**src/rtl/riscv_mc_ctrl_pkg.sv**
```systemverilog
// Shared types for the multi-cycle RISC-V sequencer: state encoding and
// watchdog counter width.
package riscv_mc_ctrl_pkg;

  typedef enum logic [2:0] {
    ST_FETCH  = 3'd0,
    ST_DECODE = 3'd1,
    ST_EXEC   = 3'd2,
    ST_MEM    = 3'd3,
    ST_WB     = 3'd4,
    ST_ERR    = 3'd7
  } mc_state_e;

  // Wide enough for any MEM_TIMEOUT up to 2^16-1.
  localparam int unsigned WAIT_W = 16;

  function automatic logic word_aligned(input logic [1:0] lsb);
    return lsb == 2'b00;
  endfunction

endpackage

```
**src/rtl/riscv_mc_ctrl_wait_timer.sv**
```systemverilog
// Watchdog for memory handshakes: counts cycles spent waiting for an ack and
// flags the cycle in which the LIMIT-th unacknowledged cycle is reached.
module riscv_mc_ctrl_wait_timer
  import riscv_mc_ctrl_pkg::*;
#(
  parameter int unsigned LIMIT = 255
) (
  input  logic clk,
  input  logic rst,
  input  logic clear,
  input  logic enable,
  output logic timeout
);

  localparam logic [WAIT_W-1:0] LAST = WAIT_W'(LIMIT - 1);

  logic [WAIT_W-1:0] count;

  // Gated by enable so an ack arriving in the limit cycle wins.
  assign timeout = enable && (count == LAST);

  // NOTE: sequential state uses <= so every flop samples pre-edge values.
  always_ff @(posedge clk or negedge rst) begin
    if (!rst)        count <= '0;
    else if (clear)  count <= '0;
    else if (enable) count <= count + WAIT_W'(1);
  end

endmodule

```
**src/rtl/riscv_mc_ctrl.sv**
```systemverilog
// Multi-cycle FETCH/DECODE/EXEC/MEM/WB sequencer with req/ack handshakes to
// instruction and data memory, watchdog, and retire/cycle counters.
module riscv_mc_ctrl
  import riscv_mc_ctrl_pkg::*;
#(
  parameter int unsigned       ADDR_W      = 32,
  parameter int unsigned       DATA_W      = 32,
  parameter logic [ADDR_W-1:0] RESET_PC    = '0,
  parameter int unsigned       MEM_TIMEOUT = 255,
  parameter int unsigned       CNT_W       = 32
) (
  input  logic              clk,
  input  logic              rst,
  output logic              inst_req_o,
  output logic [ADDR_W-1:0] inst_addr_o,
  input  logic              inst_ack_i,
  input  logic [DATA_W-1:0] inst_rdata_i,
  output logic              data_req_o,
  output logic              data_we_o,
  input  logic              data_ack_i,
  input  logic [DATA_W-1:0] data_rdata_i,
  input  logic              is_load_i,
  input  logic              is_store_i,
  input  logic              rd_we_i,
  input  logic [4:0]        rd_idx_i,
  input  logic [ADDR_W-1:0] pc_next_i,
  output logic [ADDR_W-1:0] pc_o,
  output logic [DATA_W-1:0] ir_o,
  output logic [DATA_W-1:0] mdr_o,
  output logic              rf_we_o,
  output logic [2:0]        state_o,
  output logic              err_o,
  output logic [CNT_W-1:0]  instret_o,
  output logic [CNT_W-1:0]  mcycle_o
);

  mc_state_e state;
  logic      data_we_q;
  logic      waiting;
  logic      acked;
  logic      timeout;
  logic      wb_ok;
  logic      wb_write;

  assign waiting  = (state == ST_FETCH) || (state == ST_MEM);
  assign acked    = ((state == ST_FETCH) && inst_ack_i) || ((state == ST_MEM) && data_ack_i);
  assign wb_ok    = word_aligned(pc_next_i[1:0]);
  assign wb_write = rd_we_i && (rd_idx_i != 5'd0) && wb_ok;

  // The state register rests in FETCH while reset is held, so the fetch
  // request is masked by rst to keep it low during reset.
  assign inst_req_o  = rst && (state == ST_FETCH);
  assign inst_addr_o = pc_o;
  assign data_req_o  = (state == ST_MEM);
  assign data_we_o   = data_we_q;
  assign state_o     = state;

  // FETCH and MEM never overlap, so one watchdog serves both.
  riscv_mc_ctrl_wait_timer #(
    .LIMIT(MEM_TIMEOUT)
  ) u_wait_timer (
    .clk    (clk),
    .rst    (rst),
    .clear  (!waiting || acked),
    .enable (waiting && !acked),
    .timeout(timeout)
  );

  always_ff @(posedge clk or negedge rst) begin
    if (!rst) begin
      // NOTE: ir_o/mdr_o are plain registers, not arrays, so resetting them is cheap and gives a known value.
      state     <= ST_FETCH;
      pc_o      <= RESET_PC;
      ir_o      <= '0;
      mdr_o     <= '0;
      data_we_q <= 1'b0;
      rf_we_o   <= 1'b0;
      err_o     <= 1'b0;
      instret_o <= '0;
      mcycle_o  <= '0;
    end else begin
      rf_we_o <= 1'b0;
      if (state != ST_ERR) mcycle_o <= mcycle_o + CNT_W'(1);

      unique case (state)
        ST_FETCH: begin
          if (inst_ack_i) begin
            ir_o  <= inst_rdata_i;
            state <= ST_DECODE;
          end else if (timeout) begin
            state <= ST_ERR;
            err_o <= 1'b1;
          end
        end
        ST_DECODE: state <= ST_EXEC;
        ST_EXEC: begin
          if (is_load_i || is_store_i) begin
            data_we_q <= is_store_i;
            state     <= ST_MEM;
          end else begin
            rf_we_o <= wb_write;
            state   <= ST_WB;
          end
        end
        ST_MEM: begin
          if (data_ack_i) begin
            if (!data_we_q) mdr_o <= data_rdata_i;
            data_we_q <= 1'b0;
            rf_we_o   <= wb_write;
            state     <= ST_WB;
          end else if (timeout) begin
            data_we_q <= 1'b0;
            err_o     <= 1'b1;
            state     <= ST_ERR;
          end
        end
        ST_WB: begin
          // rf_we_o was raised on entry to WB and is already gated by wb_ok.
          if (wb_ok) begin
            pc_o      <= pc_next_i;
            instret_o <= instret_o + CNT_W'(1);
            state     <= ST_FETCH;
          end else begin
            err_o <= 1'b1;
            state <= ST_ERR;
          end
        end
        ST_ERR: state <= ST_ERR;
        default: begin
          err_o <= 1'b1;
          state <= ST_ERR;
        end
      endcase
    end
  end

endmodule

```
**config.mk**
```make
export PLATFORM = sky130hd
export DESIGN_NAME = riscv_mc_ctrl
export DESIGN_NICKNAME = d
export VERILOG_FILES = /design/src/rtl/riscv_mc_ctrl_pkg.sv /design/src/rtl/riscv_mc_ctrl_wait_timer.sv /design/src/rtl/riscv_mc_ctrl.sv
export SDC_FILE = /design/constraint.sdc
export NUM_CORES = 1
export LEC_CHECK = 0
export CORE_ASPECT_RATIO = 0.75
export CORE_MARGIN = 1.5
export CORE_UTILIZATION = 40
export CTS_CLUSTER_DIAMETER = 150
export DETAILED_ROUTE_END_ITERATION = 8
export HOLD_SLACK_MARGIN = 0.15
export PLACE_DENSITY_LB_ADDON = 0.12
export SLEW_MARGIN = 20
export SYNTH_ARGS = -nofsm -noshare
export SYNTH_HDL_FRONTEND = slang
export SYNTH_HIERARCHICAL = 1
export SYNTH_SLANG_ARGS = --single-unit
```
**constraint.sdc**
```tcl
create_clock -name clk -period 2.54 [get_ports clk]
set_clock_uncertainty 0.05 [all_clocks]
set_input_delay 0.254 -clock clk [delete_from_list [all_inputs] [get_ports clk]]
set_output_delay 0.254 -clock clk [all_outputs]
set_load 0.01 [all_outputs]
```
# --- Word-level counts from Yosys, hierarchy flattened ---
# Cells that the tools add are included.
word_totals:
  reg_bits: 182
  input_bits: 108
  output_inout_bits: 200
  word_cells: 71
op_classes:
  addsub: 3
  eq_ne: 12
  muxes: 20
  bitwise: 2
  n_reduce_logical: 24
ops:
  columns: ["op", "n"]
  rows:
  - ["$add A32 B1 Y32 const B", 2]
  - ["$mux W16", 2]
  - ["$add A16 B1 Y16 const B", 1]
  - ["$eq A16 B8 Y1 const B", 1]
  - ["$mux W3", 5]
  - ["$pmux W3 S5", 1]
  - ["$mux W1", 9]
  - ["$ne A2 B2 Y1 const B", 4]
  - ["$logic_and A1 B1 Y1", 7]
  - ["$eq A3 B2 Y1 const B", 2]
  - ["$eq A3 B3 Y1 const B", 2]
  - ["$reduce_and A3 Y1", 2]
  - ["$reduce_bool A5 Y1", 1]
  - ["$logic_or A1 B1 Y1", 4]
  - ["$pmux W1 S2", 2]
  - ["$pmux W1 S4", 1]
  - ["$reduce_and A2 Y1", 2]
  - ["$reduce_and A4 Y1", 1]
  - ["$reduce_bool A2 Y1", 2]
  - ["$eq A3 B1 Y1 const B", 1]
  - ["$logic_not A3 Y1", 1]
  - ["$ne A3 B1 Y1 const B", 1]
  - ["$ne A3 B3 Y1 const B", 1]
  - ["$reduce_or A3 Y1", 1]
  - ["3 further kinds", 5]

# --- Logic depth before layout (Yosys ltp) ---
# Gate-level depths: netlist (run 1).
logic_depth:
  depth_word: 9
  depth_mapped: 11
  depth_no_buf: 9

# --- By module ---
# Netlist (run 1), hierarchy kept.
by_module_without_submodules:
  columns: ["mod", "n_inst", "cells_each", "area_each_um2", "seq_area_each_um2"]
  rows:
  - ["riscv_mc_ctrl", 1, 633, 7224.4, 4154.0]
  - ["riscv_mc_ctrl_wait_timer", 1, 90, 864.6, 400.4]

# --- Worst setup path after synthesis (run 1) ---
# Ideal clock, no wire load.
synth_timing:
  kind: "flip-flop to flip-flop"
  from: "register state[1] (netlist: state_o[1])"
  to: "register state[0] (netlist: state_o[0])"
  arrival_ns: 2.681
  setup_slack_ns: -0.274
  stages_incl_launch_ff: 12
  path_buffers: 2
  period_less_slack_ns: 2.814
  cell_sequence: "dfrtp_1 buf_2 or3_1 a21o_1 inv_1 buf_2 nor4bb_1 nand4_1 nor3_1 nor2_1 o31a_1 o21ai_0"
synth_between:
  elab_chain_len: 9
  elab_cells_between_ends: 16
  cone_classes: "eq/ne (4); mux (4); reduce/logical (8)"
synth_lines:
  columns: ["item", "line", "text"]
  rows:
  - ["start: declaration", "riscv_mc_ctrl.sv:37", "mc_state_e state;"]
  - ["start signal: assignment", "riscv_mc_ctrl.sv:72", "state <= ST_FETCH;"]
  - ["start signal: assignment", "riscv_mc_ctrl.sv:89", "state <= ST_DECODE;"]
  - ["start signal: assignment", "riscv_mc_ctrl.sv:91", "state <= ST_ERR;"]
  - ["$eq A3 B2 Y1 / $logic_not A3 Y1 (equally long branches)", "riscv_mc_ctrl.sv:45, riscv_mc_ctrl.sv:46", null]
  - ["$logic_and A1 B1 Y1", "riscv_mc_ctrl.sv:46", "assign acked = ((state == ST_FETCH) && inst_ack_i) || ((state == ST_MEM) && data_ack_i);"]
  - ["$logic_or A1 B1 Y1", "riscv_mc_ctrl.sv:46", null]
  - ["$logic_not A1 Y1", "riscv_mc_ctrl.sv:65", ".enable (waiting && !acked),"]
  - ["$logic_and A1 B1 Y1 (*)", "riscv_mc_ctrl.sv:65", null]
  - ["$logic_and A1 B1 Y1 (*)", "riscv_mc_ctrl_wait_timer.sv:20", "assign timeout = enable && (count == LAST);"]
  - ["net timeout", "riscv_mc_ctrl.sv:41", "logic timeout;"]
  - ["$mux W3 (*)", null, null]
  - ["$mux W3, on equally long branches", null, null]
  - ["$pmux W3 S5 (*)", "riscv_mc_ctrl.sv:85", "unique case (state)"]
# The timed path passes the listed nets; every way through them passes the cells marked *.
# A chain may end at the register's enable or synchronous reset.

# --- Worst setup path after layout (run 1) ---
layout_timing:
  from: "register state[1] (netlist: state_o[1])"
  to: "output port inst_req_o"
layout_between:
  elab_chain_len: 2
layout_lines:
  columns: ["item", "line", "text"]
  rows:
  - ["$logic_not A3 Y1", "riscv_mc_ctrl.sv:52", "assign inst_req_o = rst && (state == ST_FETCH);"]
  - ["$logic_and A1 B1 Y1", "riscv_mc_ctrl.sv:52", null]
  - ["end: declaration", "riscv_mc_ctrl.sv:14", "output logic inst_req_o,"]
# Every way passes these cells.

==> metrics, run 1 <==
critical path launch point=state_o[1]$_DFF_PN0_; antenna violations before repair=0; post-synthesis instance total=723; fraction of final layout cells with drive strength greater than 1=0.123; count of final max-slew check failures=0; switching power share of the total=0.261; gate family responsible for the most delay along the worst path=buffers and inverters; asr flop ratio synth=1.00; timing-limited maximum frequency=0.422 GHz; Final TNS setup=0 ns; Total Die Area=21100 um^2; Layout area overhead=46.6%; total power per unit cell area=624 nW/um^2; fin area=11900 um^2; Worst R2R Start=state_o[1]$_DFF_PN0_; end point of the critical path=inst_req_o; worst path buffer plus inverter count=2; number of clock sinks seen by CTS=182; post-DR vias/cell=4.93; Slew HR=0.396; proportion of synthesized chip area in sequential cells=0.563; synth warn=6; cell with the largest stage delay on the worst path=clkdlybuf4s50_1; Tcrit/Tclk final=0.932; root buffer selected by CTS=clkbuf_16; number of hold violations in the final report=0; core area=19600 um^2; starting density of the core=0.413; Die Ht=126 um; gp weighted congestion=0.786; synthesized cell area=8090 um^2; final antenna-violating net count=0; insertion delay of the later-clocked pin in the worst-skew pair=0.43 ns; instance area after placement=11300 um^2; logic gate share of total power=0.188; worst stage delay on the critical path=0.58 ns; CP startpoint kind=flip-flop; unrepaired setup endpoints after global routing=false; die width=167 um; number of CTS-inserted buffers=17; Period minus WS final=2.37 ns; Pint=5460 uW; leftover overflow at the end of global routing=0; Post-synth EDFFs=0; Finish-stage setup viols=0; number of search-and-repair iterations in the first detailed-routing pass=4; CP Data Arrival Time=2.06 ns; maximum number of pins on one net before global-route repair=106; sw power=1930 uW; Initial DRC Count=455; IR Drop Worst-Case VDD=416 uV; Worst R2R Path Depth=5; Synthesized Nets=835; ant diodes=0; routed vias=6272; part of the total power dissipated in the clock network=0.355; final HPWL from detailed placement=16100 um; count of state elements after synthesis=182; boundary pin count=308; Overall Global Routing Usage=0.210; critical setup path kind=reg2out; kind of end point of the critical path=output port; most numerous cell types in the synthesized netlist=dfrtp_1 (182), nand2_1 (130), mux2_2 (64); class of the tightest hold or removal check=in2async; post-synthesis cell type count=48; count of buffers from port buffering=307; critical path, cell by cell=buf_4 -> nor3_1 -> and2_1 -> clkdlybuf4s50_1; number of nets in the finished design=1118; number of buffers on the longest clock path=2; Avg WL per Cell=17.2 um; number of logic stages on the critical path including buffering=4; total detailed-routing wirelength=21900 um; endpoint of the worst-slack reg-to-reg timing path=instret_o[27]$_DFFE_PN0P_; status=finished clean; most instantiated flip-flop cell in the synthesis netlist=dfrtp_1; highest fanout seen on the critical path=14; dominant cells by area after synthesis=dfrtp_1 (56%), mux2_2 (8.9%), nand2_1 (6.0%); part of the power in registers=0.457; reported max-cap violation count=0; area fraction of the dominant cell type after synthesis=0.563; R2R Setup Slk=0.39 ns; CTS clock-pin slew for the worst setup and hold paths=0.07 ns; worst endpoint required time=2.24 ns; DRC violations left=0; Placement Rows=44; average instance area after synthesis=11.2 um^2; wire length of the first global-routing pass=34800 um; cell leakage power=0.00522 uW; number of global-route vias before repair=6169; Synth area leader=dfrtp_1; CTS tree=done; number of H-tree levels=4; most frequently used cell type in the post-synthesis netlist=dfrtp_1; pin slew with the least headroom to its limit=0.905 ns
-- layout by cell type, fill, tap and decap left out, types with 3 or more instances in the layout --
cell	netlist	routed
and3_1	11	11
ha_1	4	4
nor2_1	33	33
inv_6	0	7
clkdlybuf4s50_1	0	306
nand3_1	25	25
a21oi_1	4	4
nand2_1	130	130
xnor2_1	42	42
inv_1	14	14
nor4_1	18	18
buf_12	0	3
o21ai_0	6	6
and2_1	9	9
clkbuf_16	0	17
mux2_1	3	3
or3_1	4	4
nand4_1	28	28
buf_4	37	13
mux2_2	64	64
dfrtp_1	182	181
nor3_1	22	21
nor2b_1	4	4
xor2_1	30	30
-- per-layer routing --
metal  part of all wire  vias to the layer above  GRT usage
met5                  0                        -          0
met4              0.014                        0     0.0498
met3              0.064                       19     0.0629
met2               0.48                      205      0.337
met1               0.44                     3050      0.282
li1                   -                     2998          -
-- registers in the layout, indices dropped and copies added, names as in the netlist --
| register | cells |
|---|---|
| data_we_o | 1 |
| err_o | 1 |
| inst_addr_o | 32 |
| instret_o | 32 |
| ir_o | 32 |
| mcycle_o | 32 |
| mdr_o | 32 |
| rf_we_o | 1 |
| state_o | 3 |
| u_wait_timer/count | 16 |
-- power groups by stage --
stage          combinational, uW  clock (uW)  sequential [uW]
2_1_floorplan                342           0             3540
3_3_place_gp                1400           0             3430
3_5_place_dp                1410           0             3440
4_1_cts                     1410        2710             3380
5_1_grt                     1480        2820             3430
6_report                    1390        2630             3380
-- what timing repair did --
action	CTS	global route
setup buffers	0	0
endpoints found under the hold margin	113	0
resized for setup	0	0
hold buffers	1	0
-- cell families after synthesis --
logic type / share of synthesized area
buffers and inverters: 0.0534
multiplexers: 0.0933
AND/OR/NAND/NOR: 0.185
flip-flops: 0.563
XOR/XNOR: 0.0780
AO/OA/AOI/OAI: 0.0210
adder cells (fa/ha/maj): 0.00619
-- metrics by stage --
step	power, uW	utilization	std cells	hold slack [ns]	worst slack (ns)
after floorplan	3880	-	723	-0.0916	0.0242
after global placement	4820	0.575	1239	0.0519	0.112
after detailed placement	4840	0.575	1239	0.0481	0.0805
after CTS	7500	0.605	1272	0.168	0.135
after global routing	7720	0.605	1272	0.160	0.0984
final	7400	0.605	1272	0.171	0.172
-- final cells by class --
class                      count  area (um^2)
fill                        1684         7740
sequential                   182         4560
timing repair buffer         324         3240
multi-input combinational    467         3110
clock buffer                  19          443
tap                          253          317
clock inverter                13          135
inverter                      14         52.6
-- how the worst min path moves through the flow --
stage          from                        end  slack (ns)  cells after the start
6_report        rst  instret_o[13]$_DFFE_PN0P_        0.17                      2
5_1_grt         rst  instret_o[13]$_DFFE_PN0P_        0.16                      2
4_1_cts         rst  instret_o[13]$_DFFE_PN0P_        0.17                      2
3_5_place_dp    rst  instret_o[13]$_DFFE_PN0P_        0.05                      1
3_3_place_gp    rst  instret_o[13]$_DFFE_PN0P_        0.05                      1
2_1_floorplan   rst      data_we_o$_DFFE_PN0P_       -0.09                      0
Power figures use the tool's default switching activity.
==> inputs of run 2 (changes only) <==
Settings changed: SLEW_MARGIN 20 to default.
==> results of run 2 <==
No change in the layout: final DEF, timing and power equal those of run 1.
==> inputs of run 3 (changes only) <==
Settings changed: SLEW_MARGIN from default to 20.
==> results of run 3 <==
No change in the layout: final DEF, timing and power equal those of run 1.
